===== src/rtl/json_rx_pkg.sv =====
// Shared types and character codes for the JSON feedback receive path.
package json_rx_pkg;

  typedef enum logic [3:0] {
    IDLE, KEY_OPEN, KEY_CHAR, KEY_CLOSE, COLON, SIGN,
    INT, FRAC, AFTER_VAL, AWAIT_NL, SKIP
  } parse_state_t;

  localparam int MASK_T = 0;
  localparam int MASK_L = 1;
  localparam int MASK_R = 2;

  localparam int FRAC_DIGITS = 3;

  // Same codes as the command sender's character table
  localparam logic [7:0] _T            = 8'h54;
  localparam logic [7:0] _L            = 8'h4C;
  localparam logic [7:0] _R            = 8'h52;
  localparam logic [7:0] _COLON        = 8'h3A;
  localparam logic [7:0] _COMMA        = 8'h2C;
  localparam logic [7:0] _DOUBLE_QUOTE = 8'h22;
  localparam logic [7:0] _OPEN_BRACE   = 8'h7B;
  localparam logic [7:0] _CLOSE_BRACE  = 8'h7D;
  localparam logic [7:0] _PERIOD       = 8'h2E;
  localparam logic [7:0] _NEWLINE      = 8'h0A;
  localparam logic [7:0] _MINUS        = 8'h2D;
  localparam logic [7:0] _SPACE        = 8'h20;
  localparam logic [7:0] _TAB          = 8'h09;
  localparam logic [7:0] _CR           = 8'h0D;
  localparam logic [7:0] _ZERO         = 8'h30;
  localparam logic [7:0] _NINE         = 8'h39;

endpackage


===== src/rtl/json_feedback_receiver_uart_rx.sv =====
// UART receiver: 2-flop synchroniser, mid-bit sampling, LSB first, stop-bit check.
module uart_rx #(
  parameter int CLKS_PER_BIT = 434,
  parameter int BITS_N       = 8
) (
  input  logic              clk,
  input  logic              rst_n,
  input  logic              rx,
  output logic [BITS_N-1:0] rx_data,
  output logic              rx_valid,
  output logic              rx_err
);

  localparam int CW = (CLKS_PER_BIT > 1) ? $clog2(CLKS_PER_BIT) : 1;
  localparam int BW = (BITS_N > 1) ? $clog2(BITS_N) : 1;

  typedef enum logic [2:0] {RX_IDLE, RX_START, RX_DATA, RX_STOP, RX_BREAK} rx_state_t;

  rx_state_t         state, state_nxt;
  logic [1:0]        sync_q;
  logic              rx_s;
  logic [CW-1:0]     cnt, cnt_nxt;
  logic [BW-1:0]     bit_idx, bit_nxt;
  logic [BITS_N-1:0] shift, shift_nxt;
  logic              valid_nxt, err_nxt;

  assign rx_s    = sync_q[1];
  assign rx_data = shift;

  always_ff @(posedge clk or negedge rst_n) begin
    if (!rst_n) begin
      sync_q   <= 2'b11;
      state    <= RX_IDLE;
      cnt      <= '0;
      bit_idx  <= '0;
      shift    <= '0;
      rx_valid <= 1'b0;
      rx_err   <= 1'b0;
    end else begin
      sync_q   <= {sync_q[0], rx};
      state    <= state_nxt;
      cnt      <= cnt_nxt;
      bit_idx  <= bit_nxt;
      shift    <= shift_nxt;
      rx_valid <= valid_nxt;
      rx_err   <= err_nxt;
    end
  end

  always_comb begin
    state_nxt = state;
    cnt_nxt   = cnt;
    bit_nxt   = bit_idx;
    shift_nxt = shift;
    valid_nxt = 1'b0;
    err_nxt   = 1'b0;
    case (state)
      RX_IDLE: if (!rx_s) begin
        state_nxt = RX_START;
        cnt_nxt   = '0;
      end
      RX_START: begin
        // A start edge that is gone by mid-bit is treated as a glitch
        if (cnt == CW'(CLKS_PER_BIT / 2 - 1)) begin
          cnt_nxt   = '0;
          bit_nxt   = '0;
          state_nxt = rx_s ? RX_IDLE : RX_DATA;
        end else cnt_nxt = cnt + CW'(1);
      end
      RX_DATA: begin
        if (cnt == CW'(CLKS_PER_BIT - 1)) begin
          cnt_nxt   = '0;
          shift_nxt = {rx_s, shift[BITS_N-1:1]};
          if (bit_idx == BW'(BITS_N - 1)) state_nxt = RX_STOP;
          else bit_nxt = bit_idx + BW'(1);
        end else cnt_nxt = cnt + CW'(1);
      end
      RX_STOP: begin
        if (cnt == CW'(CLKS_PER_BIT - 1)) begin
          cnt_nxt = '0;
          if (rx_s) begin
            valid_nxt = 1'b1;
            state_nxt = RX_IDLE;
          end else begin
            err_nxt   = 1'b1;
            state_nxt = RX_BREAK;
          end
        end else cnt_nxt = cnt + CW'(1);
      end
      RX_BREAK: if (rx_s) state_nxt = RX_IDLE;
      default: state_nxt = RX_IDLE;
    endcase
  end

endmodule


===== src/rtl/json_feedback_receiver.sv =====
// Parses {"T":<int>,"L":<dec>,"R":<dec>}\n feedback frames from the driver board
// and commits T/L/R atomically to registered outputs.
module json_feedback_receiver
  import json_rx_pkg::*;
#(
  parameter int CLKS_PER_BIT = 50_000_000 / 115_200,
  parameter int BITS_N       = 8,
  parameter int MAX_LEN      = 64,
  parameter int T_W          = 16,
  parameter int VAL_W        = 25,
  parameter int INT_DIGITS   = 4
) (
  input  logic             clk,
  input  logic             rst_n,
  input  logic             uart_in,
  output logic [T_W-1:0]   t_val,
  output logic [VAL_W-1:0] left_milli,
  output logic [VAL_W-1:0] right_milli,
  output logic [2:0]       field_mask,
  output logic             frame_valid,
  output logic             frame_error,
  output logic             busy
);

  localparam int ACC_W = VAL_W;
  localparam int IC_W  = $clog2(INT_DIGITS + 1);
  localparam int BC_W  = $clog2(MAX_LEN + 1);

  // rx_valid / rx_err are single-cycle strobes; the parser accepts every byte
  // the cycle it is presented, so there is no ready/backpressure path.
  logic [BITS_N-1:0] rx_data;
  logic              rx_valid, rx_err;
  logic [7:0]        rx_byte;

  uart_rx #(.CLKS_PER_BIT(CLKS_PER_BIT), .BITS_N(BITS_N)) u_rx (
    .clk      (clk),
    .rst_n    (rst_n),
    .rx       (uart_in),
    .rx_data  (rx_data),
    .rx_valid (rx_valid),
    .rx_err   (rx_err)
  );

  assign rx_byte = 8'(rx_data);

  parse_state_t      state, state_nxt;
  logic [ACC_W-1:0]  acc, acc_nxt, digit;
  logic [IC_W-1:0]   int_cnt, int_cnt_nxt;
  logic [1:0]        frac_cnt, frac_cnt_nxt;
  logic              neg, neg_nxt;
  logic [7:0]        key, key_nxt;
  logic [BC_W-1:0]   byte_cnt, byte_cnt_nxt;
  logic [T_W-1:0]    sh_t, sh_t_nxt;
  logic [VAL_W-1:0]  sh_l, sh_l_nxt, sh_r, sh_r_nxt, mag, val;
  logic [2:0]        sh_mask, sh_mask_nxt;
  logic              commit, discard, val_end;
  logic              is_ws, is_digit, is_term, t_over;
  parse_state_t      term_state;

  assign busy     = (state != IDLE);
  assign is_ws    = (rx_byte == _SPACE) || (rx_byte == _TAB) || (rx_byte == _CR);
  assign is_digit = (rx_byte >= _ZERO) && (rx_byte <= _NINE);
  assign is_term  = is_ws || (rx_byte == _COMMA) || (rx_byte == _CLOSE_BRACE);
  assign digit    = ACC_W'(rx_byte[3:0]);
  assign t_over   = (acc >> T_W) != '0;

  // The byte ending a value is handled as AFTER_VAL would handle it
  assign term_state = is_ws ? AFTER_VAL : (rx_byte == _COMMA) ? KEY_OPEN : AWAIT_NL;

  always_comb begin
    case (frac_cnt)
      2'd0:    mag = acc * VAL_W'(1000);
      2'd1:    mag = acc * VAL_W'(100);
      2'd2:    mag = acc * VAL_W'(10);
      default: mag = acc;
    endcase
  end

  assign val = neg ? -mag : mag;

  always_ff @(posedge clk or negedge rst_n) begin
    if (!rst_n) begin
      state       <= IDLE;
      acc         <= '0;
      int_cnt     <= '0;
      frac_cnt    <= '0;
      neg         <= 1'b0;
      key         <= '0;
      byte_cnt    <= '0;
      sh_t        <= '0;
      sh_l        <= '0;
      sh_r        <= '0;
      sh_mask     <= '0;
      t_val       <= '0;
      left_milli  <= '0;
      right_milli <= '0;
      field_mask  <= '0;
      frame_valid <= 1'b0;
      frame_error <= 1'b0;
    end else begin
      state       <= state_nxt;
      acc         <= acc_nxt;
      int_cnt     <= int_cnt_nxt;
      frac_cnt    <= frac_cnt_nxt;
      neg         <= neg_nxt;
      key         <= key_nxt;
      byte_cnt    <= byte_cnt_nxt;
      sh_t        <= sh_t_nxt;
      sh_l        <= sh_l_nxt;
      sh_r        <= sh_r_nxt;
      sh_mask     <= sh_mask_nxt;
      frame_valid <= commit;
      frame_error <= discard;
      if (commit) begin
        t_val       <= sh_t;
        left_milli  <= sh_l;
        right_milli <= sh_r;
        field_mask  <= sh_mask;
      end
    end
  end

  always_comb begin
    state_nxt    = state;
    acc_nxt      = acc;
    int_cnt_nxt  = int_cnt;
    frac_cnt_nxt = frac_cnt;
    neg_nxt      = neg;
    key_nxt      = key;
    byte_cnt_nxt = byte_cnt;
    sh_t_nxt     = sh_t;
    sh_l_nxt     = sh_l;
    sh_r_nxt     = sh_r;
    sh_mask_nxt  = sh_mask;
    commit       = 1'b0;
    discard      = 1'b0;
    val_end      = 1'b0;
    if (rx_err) begin
      state_nxt = SKIP;
    end else if (rx_valid) begin
      if (rx_byte == _NEWLINE) begin
        if (state == AWAIT_NL) begin
          commit  = sh_mask[MASK_T];
          discard = !sh_mask[MASK_T];
        end else if (state != IDLE) begin
          discard = 1'b1;
        end
        state_nxt = IDLE;
      end else if (state == IDLE) begin
        if (rx_byte == _OPEN_BRACE) begin
          state_nxt    = KEY_OPEN;
          byte_cnt_nxt = BC_W'(1);
          sh_t_nxt     = '0;
          sh_l_nxt     = '0;
          sh_r_nxt     = '0;
          sh_mask_nxt  = '0;
        end
      end else if (state != SKIP) begin
        byte_cnt_nxt = byte_cnt + BC_W'(1);
        if (byte_cnt_nxt >= BC_W'(MAX_LEN)) begin
          state_nxt = SKIP;
        end else begin
          case (state)
            KEY_OPEN:  if (!is_ws) state_nxt = (rx_byte == _DOUBLE_QUOTE) ? KEY_CHAR : SKIP;
            KEY_CHAR:  if (!is_ws) begin
              if (rx_byte > _SPACE && rx_byte < 8'h7F) begin
                key_nxt   = rx_byte;
                state_nxt = KEY_CLOSE;
              end else state_nxt = SKIP;
            end
            KEY_CLOSE: if (!is_ws) state_nxt = (rx_byte == _DOUBLE_QUOTE) ? COLON : SKIP;
            COLON:     if (!is_ws) begin
              state_nxt    = (rx_byte == _COLON) ? SIGN : SKIP;
              acc_nxt      = '0;
              int_cnt_nxt  = '0;
              frac_cnt_nxt = '0;
              neg_nxt      = 1'b0;
            end
            SIGN:      if (!is_ws) begin
              if (rx_byte == _MINUS && key != _T) begin
                neg_nxt   = 1'b1;
                state_nxt = INT;
              end else if (is_digit) begin
                acc_nxt     = digit;
                int_cnt_nxt = IC_W'(1);
                state_nxt   = INT;
              end else state_nxt = SKIP;
            end
            INT: begin
              if (is_digit) begin
                if (int_cnt == IC_W'(INT_DIGITS)) state_nxt = SKIP;
                else begin
                  acc_nxt     = acc * ACC_W'(10) + digit;
                  int_cnt_nxt = int_cnt + IC_W'(1);
                end
              end else if (int_cnt == '0) state_nxt = SKIP;
              else if (rx_byte == _PERIOD) state_nxt = (key == _T) ? SKIP : FRAC;
              else if (is_term) val_end = 1'b1;
              else state_nxt = SKIP;
            end
            FRAC: begin
              if (is_digit) begin
                if (frac_cnt < 2'(FRAC_DIGITS)) begin
                  acc_nxt      = acc * ACC_W'(10) + digit;
                  frac_cnt_nxt = frac_cnt + 2'd1;
                end
              end else if (is_term) val_end = 1'b1;
              else state_nxt = SKIP;
            end
            AFTER_VAL: if (!is_ws) begin
              if (rx_byte == _COMMA) state_nxt = KEY_OPEN;
              else if (rx_byte == _CLOSE_BRACE) state_nxt = AWAIT_NL;
              else state_nxt = SKIP;
            end
            AWAIT_NL:  if (!is_ws) state_nxt = SKIP;
            default:   state_nxt = SKIP;
          endcase
          if (val_end) begin
            state_nxt = term_state;
            case (key)
              _T: if (t_over) state_nxt = SKIP;
                  else begin
                    sh_t_nxt            = T_W'(acc);
                    sh_mask_nxt[MASK_T] = 1'b1;
                  end
              _L: begin
                sh_l_nxt            = val;
                sh_mask_nxt[MASK_L] = 1'b1;
              end
              _R: begin
                sh_r_nxt            = val;
                sh_mask_nxt[MASK_R] = 1'b1;
              end
              default: ;
            endcase
          end
        end
      end
    end
  end

endmodule


===== config.mk =====
export PLATFORM = sky130hd
export DESIGN_NAME = json_feedback_receiver
export DESIGN_NICKNAME = d
export VERILOG_FILES = /design/src/rtl/json_rx_pkg.sv /design/src/rtl/json_feedback_receiver_uart_rx.sv /design/src/rtl/json_feedback_receiver.sv
export SDC_FILE = /design/constraint.sdc
export NUM_CORES = 1
export LEC_CHECK = 0
export BUFFER_PORTS_ARGS = -buffer_cell sky130_fd_sc_hd__buf_4
export CORE_MARGIN = 2
export CORE_UTILIZATION = 50
export CTS_BUF_LIST = sky130_fd_sc_hd__clkbuf_8
export CTS_CLUSTER_SIZE = 24
export DETAILED_ROUTE_END_ITERATION = 8
export PLACE_DENSITY_LB_ADDON = 0.12
export REMOVE_ABC_BUFFERS = 1
export SYNTH_ARGS = -nofsm -noshare
export SYNTH_HDL_FRONTEND = slang
export SYNTH_SLANG_ARGS = --single-unit

===== constraint.sdc =====
create_clock -name clk -period 7.2 [get_ports clk]
set_input_delay 1.44 -clock clk [delete_from_list [all_inputs] [get_ports clk]]
set_output_delay 1.44 -clock clk [all_outputs]
set_load 0.01 [all_outputs]

* After elaboration in Yosys (flattened, before gate mapping)
Cells that the tools add are included.
Storage, ports and cells: input bits 3, flip-flop bits (word level) 217
Operators by class: eq/ne operators 64, reductions and logical operators 42, $lt $le $gt $ge 6, add/subtract/negate cells 7, multiplexer cells 135, bitwise logic cells 5, multipliers 3
Operator list (number):
- 25-bit 2-to-1 mux | 20
- 4-bit 2-to-1 mux | 33
- 16-bit 2-to-1 mux | 7
- 25-bit case mux with 4 select lines | 1
- 25-bit case mux with 3 select lines | 1
- 3-bit 2-to-1 mux | 21
- 7-bit by 6-bit != test with 1-bit output, second input constant | 7
- 8-bit by 6-bit equality test with 1-bit output, second input constant | 6
- 8-bit by 7-bit equality test with 1-bit output, second input constant | 5
- 4-bit case mux with 9 select lines | 1
- 1-bit 2-to-1 mux | 33
- 9-bit 2-to-1 mux | 3
- 9-bit case mux with 3 select lines | 1
- 25-bit by 4-bit adder with 25-bit output | 1
- 25-bit by 3-bit multiplier with 24-bit output, second input constant | 1
- 25-bit by 5-bit multiplier with 23-bit output, second input constant | 1
- 25-bit by 7-bit multiplier with 22-bit output, second input constant | 1
- 25-bit negation | 1
- 25-bit nonzero test | 1
- 8-bit by 4-bit equality test with 1-bit output, second input constant | 3
- 2-bit != test, second input constant | 12
- 7-bit 2-to-1 mux | 3
- 10-bit AND reduction | 2
- 9-bit AND reduction | 2
- 51 further kinds | 95

* Longest topological paths before layout
Gate-level depths: netlist of run 1.
depth after elaboration 23, depth in mapped cells 20

* Hierarchy
A second synthesis of run 1 with hierarchy kept.
Unflattened totals: cells, all modules 1881, area total of the unflattened synthesis 17479.3 um2
Modules (own cells, without submodules):
- json_feedback_receiver | times used 1, area each 16119.2 um2, cells an instance 1751, seq. area each 4754.6 um2
- uart_rx | times used 1, area each 1360.1 um2, cells an instance 130, seq. area each 678.2 um2

* Worst setup path after synthesis of run 1
No wires, ideal clock.
path type register to register, start point register acc[1], end point register sh_l[24], cell stages (with the launch flop) 19, path buffers 0, arrival 5.357 ns, clock period less this slack 5.453 ns, data required time 7.104 ns, slack 1.747 ns, setup time 0.096 ns, cells stage by stage dfrtp_1 -> inv_1 -> fa_1 -> fa_1 -> fa_1 -> fa_1 -> inv_1 -> ha_1 -> o211ai_1 -> a21oi_2 -> o221ai_2 -> o2111a_1 -> or4_4 -> o32ai_4 -> nor3b_2 -> and3_2 -> a41oi_1 -> xnor2_1 -> o31ai_1
Between the ends: word-level cells in the longest chain between the ends 9, elaborated cells on any way between the ends 11, those cells by class add/sub: 1; mul: 3; mux: 7
Ends and longest elaborated chain:
- start: declaration | RTL line json_feedback_receiver.sv:47 | logic [ACC_W-1:0] acc, acc_nxt, digit;
- start signal: assignment | RTL line json_feedback_receiver.sv:102 | acc <= acc_nxt;
- 25-bit by 3-bit multiplier with 24-bit output, or another cell as far along | RTL line json_feedback_receiver.sv:74 | 2'd2: mag = acc * VAL_W'(10);
- 25-bit case mux with 3 select lines (*) | RTL line json_feedback_receiver.sv:71 | case (frac_cnt)
- 25-bit negation | RTL line json_feedback_receiver.sv:79 | assign val = neg ? -mag : mag;
- 25-bit 2-to-1 mux (*) | RTL line json_feedback_receiver.sv:79
- 25-bit 2-to-1 mux (*) | RTL line json_feedback_receiver.sv:220 | case (key)
- 25-bit 2-to-1 mux (*) | RTL line json_feedback_receiver.sv:218 | if (val_end) begin
- 25-bit 2-to-1 mux (*) | RTL line json_feedback_receiver.sv:160 | if (byte_cnt_nxt >= BC_W'(MAX_LEN)) begin
- 25-bit 2-to-1 mux (*) | RTL line json_feedback_receiver.sv:158 | end else if (state != SKIP) begin
- 25-bit 2-to-1 mux (*) | RTL line json_feedback_receiver.sv:149 | end else if (state == IDLE) begin
- end signal: assignment | RTL line json_feedback_receiver.sv:109 | sh_l <= sh_l_nxt;
- end: declaration | RTL line json_feedback_receiver.sv:54 | logic [VAL_W-1:0] sh_l, sh_l_nxt, sh_r, sh_r_nxt, mag, val;
Mark *: on every way between the ends. The rest lies on a longest branch, timed or not. The select of a mux whose other input is x is not followed. A chain may end at the register's enable or synchronous reset.

* Worst setup path in the final report of run 1
start point register acc[4], end point register sh_l[24]
Same word-level chain as after synthesis.

==> results of run 1 <==
[worst paths after layout]
kind	endpoint	slack (ns)	cells after the start
worst max-delay path	sh_l[24]$_DFFE_PN0P_	1.08	18
worst min-delay path	u_rx.sync_q[1]$_DFF_PN1_	0.36	0
worst max register to register	sh_l[24]$_DFFE_PN0P_	1.08	18
worst min register to register	u_rx.sync_q[1]$_DFF_PN1_	0.36	0
max in group asynchronous	sh_t[4]$_DFFE_PN0P_	5.16	2
min in group asynchronous	right_milli[21]$_DFFE_PN0P_	0.84	1
[metrics by stage]
stage	cells	instance area [um2]	hold slack [ns]	util (%)
2_1_floorplan	1846	16700	0.345	-
3_3_place_gp	2378	17900	0.346	53.3
3_5_place_dp	2378	17900	0.347	53.3
4_1_cts	2449	18800	0.356	55.8
5_1_grt	2449	18800	0.360	55.8
6_report	2449	18800	0.356	55.8
[final cells by class]
type	instances	area (um2)	share of cell area [%]
inverter	216	811	4.32
tap	448	561	2.99
clock buffer	47	647	3.45
timing repair buffer	84	651	3.47
clock inverter	24	190	1.01
multi-input combinational	1413	10500	55.8
sequential	217	5430	29.0
[cell usage in the layout (no fill, tap or decap), types with 13 or more instances in the layout]
master	netlist	routed
nand2_1	322	322
inv_1	215	226
dfrtp_1	215	215
ha_1	139	139
o21ai_0	119	119
nor2_1	96	96
fa_1	82	82
buf_4	1	82
a21oi_1	78	77
xnor2_1	55	55
nand3_1	49	49
clkbuf_8	15	47
mux2_2	44	44
xor2_1	39	39
o31ai_1	39	39
nor3_1	27	26
nand2b_1	23	22
nand4_1	22	22
and3_1	16	16
nor2b_1	16	16
nor3b_1	13	13
a21o_1	13	13
[power groups by stage]
stage          Combinational (W)  Sequential, W  Clock, W
4_1_cts                0.0000281        0.00122   0.00126
3_5_place_dp           0.0000281        0.00124         0
2_1_floorplan        0.000000383        0.00124         0
3_3_place_gp           0.0000278        0.00124         0
6_report               0.0000261        0.00122   0.00122
5_1_grt                0.0000314        0.00122   0.00131
[routing by layer]
layer | vias up | global-route usage [%] | wire length (um)
met5 | - | 0 | 0
met4 | 0 | 6.37 | 935
met3 | 63 | 3.39 | 2550
met1 | 6637 | 35.0 | 20200
li1 | 6667 | - | -
met2 | 345 | 39.7 | 19700
[state kept, by name, summed over array words and instances, names as in the netlist, 4 cells and up]
name / flops
state: 4
u_rx.cnt: 9
acc: 25
u_rx.rx_data: 8
right_milli: 25
sh_r: 25
sh_l: 25
byte_cnt: 7
t_val: 16
key: 8
left_milli: 25
sh_t: 16
[kinds of logic after synthesis]
family                     Yosys count
buffers and inverters              289
DFF                                217
muxes                               55
xor gates and xnor gates            94
adders and majority gates          221
AOI/OAI and AO/OA                  393
and+or+nand+nor                    650
==> flow_summary_export.csv, run 1 <==
group,metric,value,unit
timing,fin_crit,6.12,ns
synth,synthDistinctLibCells,95,
power_and_ir_drop,pwr-share-clk,49.5,%
finish,drive_gt1_share,11.9,%
critical_path,crit_type,"flip-flop to flip-flop",
place,numPortBuffers,74,
power_and_ir_drop,p_int,0.00193,W
synth,yosys_warnings,0,
drt,wl,43.4,mm
clocking,cts-root-buf,"clkbuf_8",
floorplanning,initial_utilization,51.0,%
synth,synthSimpleGateAreaFrac,17.7,%
timing,clock_skew,0.0303,ns
critical_path,crit_path_max_incr_delay,0.65,ns
floorplanning,die_w,189,um
critical_path,path_buf_inv,2,
critical_path,crit_required,7.58,ns
synth,synth_mux_area_share,3.54,%
grt,grt_overflow_total,0,
critical_path,path_delay_family,"adder cells",
synth,synth-xor-area-share,4.81,%
clocking,post_cts_resized,0,
floorplanning,core.rowCount,67,
timing,worst_slew_pin_slew,1.08,ns
drt,drt-vias-per-instance,5.60,
power_and_ir_drop,swShare,22.0,%
clocking,clockBufferDepth,3,
drt,postRouteAntennaNets,0,
place,place_ws,1.14,ns
clocking,clock_sinks,217,
timing,maxSlewHeadroom,27.1,%
timing,fin_ws,1.08,ns
synth,synth_top_family_by_area,"adder cells",
floorplanning,die_y,189,um
clocking,cts_setup_buffers,0,
drt,firstDrtPassIters,5,
critical_path,r2r-start,"acc[4]$_DFFE_PN0P_",
timing,finalSetupViolCount,0,
synth,ys_seq_area_share,31.7,%
critical_path,crit_path_frequent_cell,"fa_1",
grt,grt_pass1_wl,70.8,mm
job,cap_violations,0,
synth,yosysMostFrequentCell,"nand2_1",
critical_path,crit_slowest_cell,"o41ai_1",
synth,synth_top_area_share,31.4,%
synth,synthTopCellsByArea,"dfrtp_1 31%, ha_1 10%, fa_1 9.6%",
synth,synth_ff_type,"dfrtp_1",
synth,synth_edf_count,0,
synth,syn-mean-instance-area,8.93,um2
synth,synth-seq-cells,217,
clocking,cts_tree,"yes",
power_and_ir_drop,p_leak,9.10,nW
power_and_ir_drop,power.total,0.00247,W
synth,synthAdderAreaFrac,19.7,%
drt,drtIter0Drc,846,
finish,num_antenna_cells,0,
timing,setup_tns,0,ns
synth,synth_common_cells,"322 x nand2_1, 215 x dfrtp_1, 215 x inv_1, 139 x ha_1, 119 x o21ai_0",
timing,rsz0062_at_grt,"false",
clocking,htree_levels,2,
synth,synth_area,17100,um2
finish,fillers,3074,
floorplanning,io_pins,75,
critical_path,path_cells,"inv_1 > fa_1 > fa_1 > fa_1 > fa_1 > inv_1 > ha_1 > a21oi_1 > nand2_1 > o221ai_2 > o211ai_1 > o21ai_0 > mux2i_1 > o41ai_1 > nor4b_2 > a41oi_1 > xnor2_1 > o31ai_1",
power_and_ir_drop,seqPwrFrac,49.5,%
clocking,clock_latency,0.56,ns
critical_path,startpoint,"acc[4]$_DFFE_PN0P_",
timing,post-route-period-util,85.0,%
power_and_ir_drop,power.density,132,nW/um2
place,gp_congestion,0.948,
clocking,cts_buffers,40,
critical_path,cp.arrival,6.50,ns
synth,ys_async_sr_fraction,100,%
hold_path,hold_start,"u_rx.sync_q[0]$_DFF_PN1_",
critical_path,path_max_fanout,11,
finish,syn_to_final_growth,9.48,%
critical_path,end_kind,"flip-flop",
power_and_ir_drop,p_comb_share,1.1,%
hold_path,hold_path.class,"flip-flop to flip-flop",
place,post-dp-hpwl,32.6,mm
grt,grt_pass1_vias,13361,
floorplanning,core,33600,um2
grt,antenna_found_initial,0,
timing,maxSlewViolCount,0,
drt,drc,0,
finish,fin_nets,2196,
synth,netlist_instances,1919,
timing,hold_viol,0,
drt,wl_per_cell,17.7,um
synth,synth_area_leader_cell,"dfrtp_1",
status,status,"complete, no violations",
power_and_ir_drop,vdd_ir_drop_max,0.147,mV
power_and_ir_drop,switching_power,0.000542,W
grt,grtUsageTotal,24.6,%
clocking,ctsHoldBuffers,0,
timing,fmax,163,MHz
drt,vias,13712,
synth,synth_compound_area_share,15.2,%
critical_path,start_kind,"flip-flop",
grt,grt_max_degree,150,
floorplanning,die_area,35800,um2
clocking,clkTransAtPathRegs,0.06,ns
Note: power is estimated with default switching activity, not from simulation.
==> run 2: changes to the inputs <==
--- a/config.mk
+++ b/config.mk
@@ -15,4 +15,5 @@
 export REMOVE_ABC_BUFFERS = 1
 export SYNTH_ARGS = -nofsm -noshare
 export SYNTH_HDL_FRONTEND = slang
+export SYNTH_HIERARCHICAL = 1
 export SYNTH_SLANG_ARGS = --single-unit
==> flow_summary_export.csv, run 2 <==
group,metric,value,unit
status,status,"complete, no violations",
clocking,clkTransAtPathRegs,0.06,ns
floorplanning,die_y,191,um
grt,grt_pass1_wl,78.1,mm
timing,setup_tns,0,ns
synth,synth_edf_count,0,
clocking,clock_sinks,217,
timing,post-route-period-util,87.0,%
clocking,cts_buffers,40,
critical_path,crit_type,"flip-flop to flip-flop",
drt,wl_per_cell,20.1,um
critical_path,crit_required,7.70,ns
synth,synth_area,17500,um2
critical_path,start_kind,"flip-flop",
synth,syn-mean-instance-area,9.29,um2
power_and_ir_drop,pwr-share-clk,50.7,%
place,gp_congestion,0.949,
drt,firstDrtPassIters,6,
floorplanning,die_area,36500,um2
clocking,htree_levels,2,
synth,ys_seq_area_share,31.1,%
place,numPortBuffers,74,
clocking,cts_tree,"yes",
hold_path,hold_start,"u_rx/sync_q[0]$_DFF_PN1_",
finish,num_antenna_cells,0,
grt,antenna_found_initial,1,
critical_path,r2r-start,"acc[1]$_DFFE_PN0P_",
timing,fin_ws,0.937,ns
synth,synth_top_area_share,30.8,%
drt,drt-vias-per-instance,5.88,
clocking,cts-root-buf,"clkbuf_8",
hold_path,hold_path.class,"flip-flop to flip-flop",
timing,clock_skew,0.0496,ns
power_and_ir_drop,p_int,0.00194,W
hold_path,min_path_cells,0,
floorplanning,core.rowCount,68,
synth,synth_common_cells,"215 x dfrtp_1, 211 x inv_1, 201 x nand2_1, 139 x ha_1, 98 x nor2_1",
power_and_ir_drop,seqPwrFrac,48.2,%
floorplanning,initial_utilization,50.7,%
synth,synth-seq-cells,217,
timing,maxSlewHeadroom,31.0,%
timing,finalSetupViolCount,0,
synth,ys_async_sr_fraction,100,%
synth,yosysMostFrequentCell,"dfrtp_1",
synth,synth_ff_type,"dfrtp_1",
drt,drtIter0Drc,979,
job,cap_violations,0,
timing,rsz0062_at_grt,"false",
place,post-dp-hpwl,36.7,mm
synth,synthTopCellsByArea,"dfrtp_1 31%, ha_1 9.9%, fa_1 9.4%",
critical_path,r2r_setup_slack,0.94,ns
power_and_ir_drop,vdd_ir_drop_max,0.140,mV
hold_path,holdPathEnd,"u_rx/sync_q[1]$_DFF_PN1_",
drt,vias,14243,
synth,yosys_warnings,6,
finish,fin_nets,2160,
synth,synthDistinctLibCells,105,
power_and_ir_drop,switching_power,0.000591,W
synth,synth_area_leader_cell,"dfrtp_1",
clocking,clockBufferDepth,3,
power_and_ir_drop,p_leak,9.35,nW
timing,worst_slew_pin_slew,1.03,ns
clocking,post_cts_resized,0,
floorplanning,die_w,191,um
drt,postRouteAntennaNets,0,
timing,fin_crit,6.26,ns
finish,final_cells,2423,
synth,netlist_instances,1881,
drt,drc,0,
grt,grt_overflow_total,0,
finish,layout_common_cells,"219 x inv_1, 215 x dfrtp_1, 201 x nand2_1, 139 x ha_1, 96 x nor2_1",
clocking,cts_setup_buffers,0,
grt,grtUsageTotal,27.5,%
finish,drive_gt1_share,15.4,%
power_and_ir_drop,p_comb_share,1.0,%
place,place_inst,2349,
critical_path,r2r-end,"sh_l[23]$_DFFE_PN0P_",
critical_path,path_max_fanout,13,
floorplanning,io_pins,75,
timing,maxSlewViolCount,0,
critical_path,end_kind,"flip-flop",
clocking,clock_latency,0.62,ns
floorplanning,core,34500,um2
critical_path,cp.arrival,6.77,ns
place,place_ws,1.00,ns
timing,fmax,160,MHz
power_and_ir_drop,swShare,23.3,%
finish,final_common_cell,"inv_1",
grt,grt_max_degree,173,
critical_path,r2r_cells,18,
finish,fillers,3118,
timing,hold_viol,0,
power_and_ir_drop,power.density,131,nW/um2
clocking,ctsHoldBuffers,0,
finish,syn_to_final_growth,10.6,%
grt,grt_pass1_vias,14124,
drt,wl,48.8,mm
-- run 2: cell count changes in the layout (fill, tap and decap cells not counted), sizes merged, moves of 7 or more --
cell,change
nand2b,-11
a22o,+14
nand2,-120
mux2,+53
a21oi,+11
nand3,-12
nor3b,-7
o21ai,-10
or3,+9
o31ai,-7
o22ai,+9
-- run 2: cell families after synthesis --
group           after synthesis  synth area share [%]
simple gates                524                  14.9
compound gates              438                  17.1
buf+inv                     288                  6.37
fa+ha+maj                   221                  19.3
flops                       217                  31.1
mux                         110                  7.01
xor+xnor                     83                  4.20
-- run 2: worst max path at each step --
stage / startpoint / endpoint / slack (ns) / cells after the start
final: acc[1]$_DFFE_PN0P_ / sh_l[23]$_DFFE_PN0P_ / 0.94 / 18
after global routing: acc[1]$_DFFE_PN0P_ / sh_r[23]$_DFFE_PN0P_ / 0.58 / 17
after CTS: acc[4]$_DFFE_PN0P_ / sh_l[23]$_DFFE_PN0P_ / 0.95 / 18
after detailed placement: acc[4]$_DFFE_PN0P_ / sh_l[23]$_DFFE_PN0P_ / 1.00 / 18
after global placement: acc[4]$_DFFE_PN0P_ / sh_r[23]$_DFFE_PN0P_ / 1.08 / 18
after floorplan: u_rx/rx_data[1]$_DFFE_PN0P_ / field_mask[1]$_DFFE_PN0P_ / 0.07 / 6
-- run 2: final cells by class --
class	count	area (um2)	area share, %
Inverter	211	792	4.10
Clock buffer	51	702	3.63
Multi-Input combinational cell	1376	11000	56.7
Tap cell	455	569	2.95
Clock inverter	23	176	0.913
Timing Repair Buffer	90	696	3.60
Sequential cell	217	5430	28.1
-- run 2: power groups by stage --
stage / Sequential (W) / Clock, W / Combinational (W)
2_1_floorplan: 0.00124 / 0 / 0.000000485
3_3_place_gp: 0.00124 / 0 / 0.0000277
3_5_place_dp: 0.00124 / 0 / 0.0000281
4_1_cts: 0.00122 / 0.00132 / 0.0000280
5_1_grt: 0.00122 / 0.00137 / 0.0000313
6_report: 0.00122 / 0.00129 / 0.0000259
-- run 2: routing by layer --
| metal | global-route usage, % | vias to the layer above | share of wire (%) |
|---|---|---|---|
| met5 | 0 | - | 0 |
| met3 | 3.91 | 102 | 4.7 |
| met1 | 37.0 | 7043 | 45 |
| met2 | 45.2 | 373 | 47 |
| li1 | - | 6725 | - |
| met4 | 10.2 | 0 | 3.6 |
-- run 2: worst max-delay path: stages (launching register included) --
cell and delay (ns):
dfrtp_1 0.67, inv_1 0.16, fa_1 0.59, fa_1 0.45, fa_1 0.42, fa_1 0.49, inv_1 0.05, ha_1 0.37
a21o_1 0.22, a31oi_2 0.23, a211oi_1 0.15, or3_1 0.37, a31oi_1 0.23, a41oi_1 0.19, a2111o_1 0.36, or4_4 0.53
nor3_1 0.18, mux2_1 0.36, o21ai_1 0.12
-- run 2: stage by stage --
| step | hold slack, ns | instance area (um2) | utilization, % | power [W] |
|---|---|---|---|---|
| 3_3_place_gp | 0.350 | 18500 | 53.5 | 0.00127 |
| 4_1_cts | 0.361 | 19300 | 56.1 | 0.00257 |
| 2_1_floorplan | 0.345 | 17200 | - | 0.00124 |
| 6_report | 0.358 | 19300 | 56.1 | 0.00253 |
| 5_1_grt | 0.366 | 19300 | 56.1 | 0.00262 |
| 3_5_place_dp | 0.349 | 18500 | 53.5 | 0.00127 |
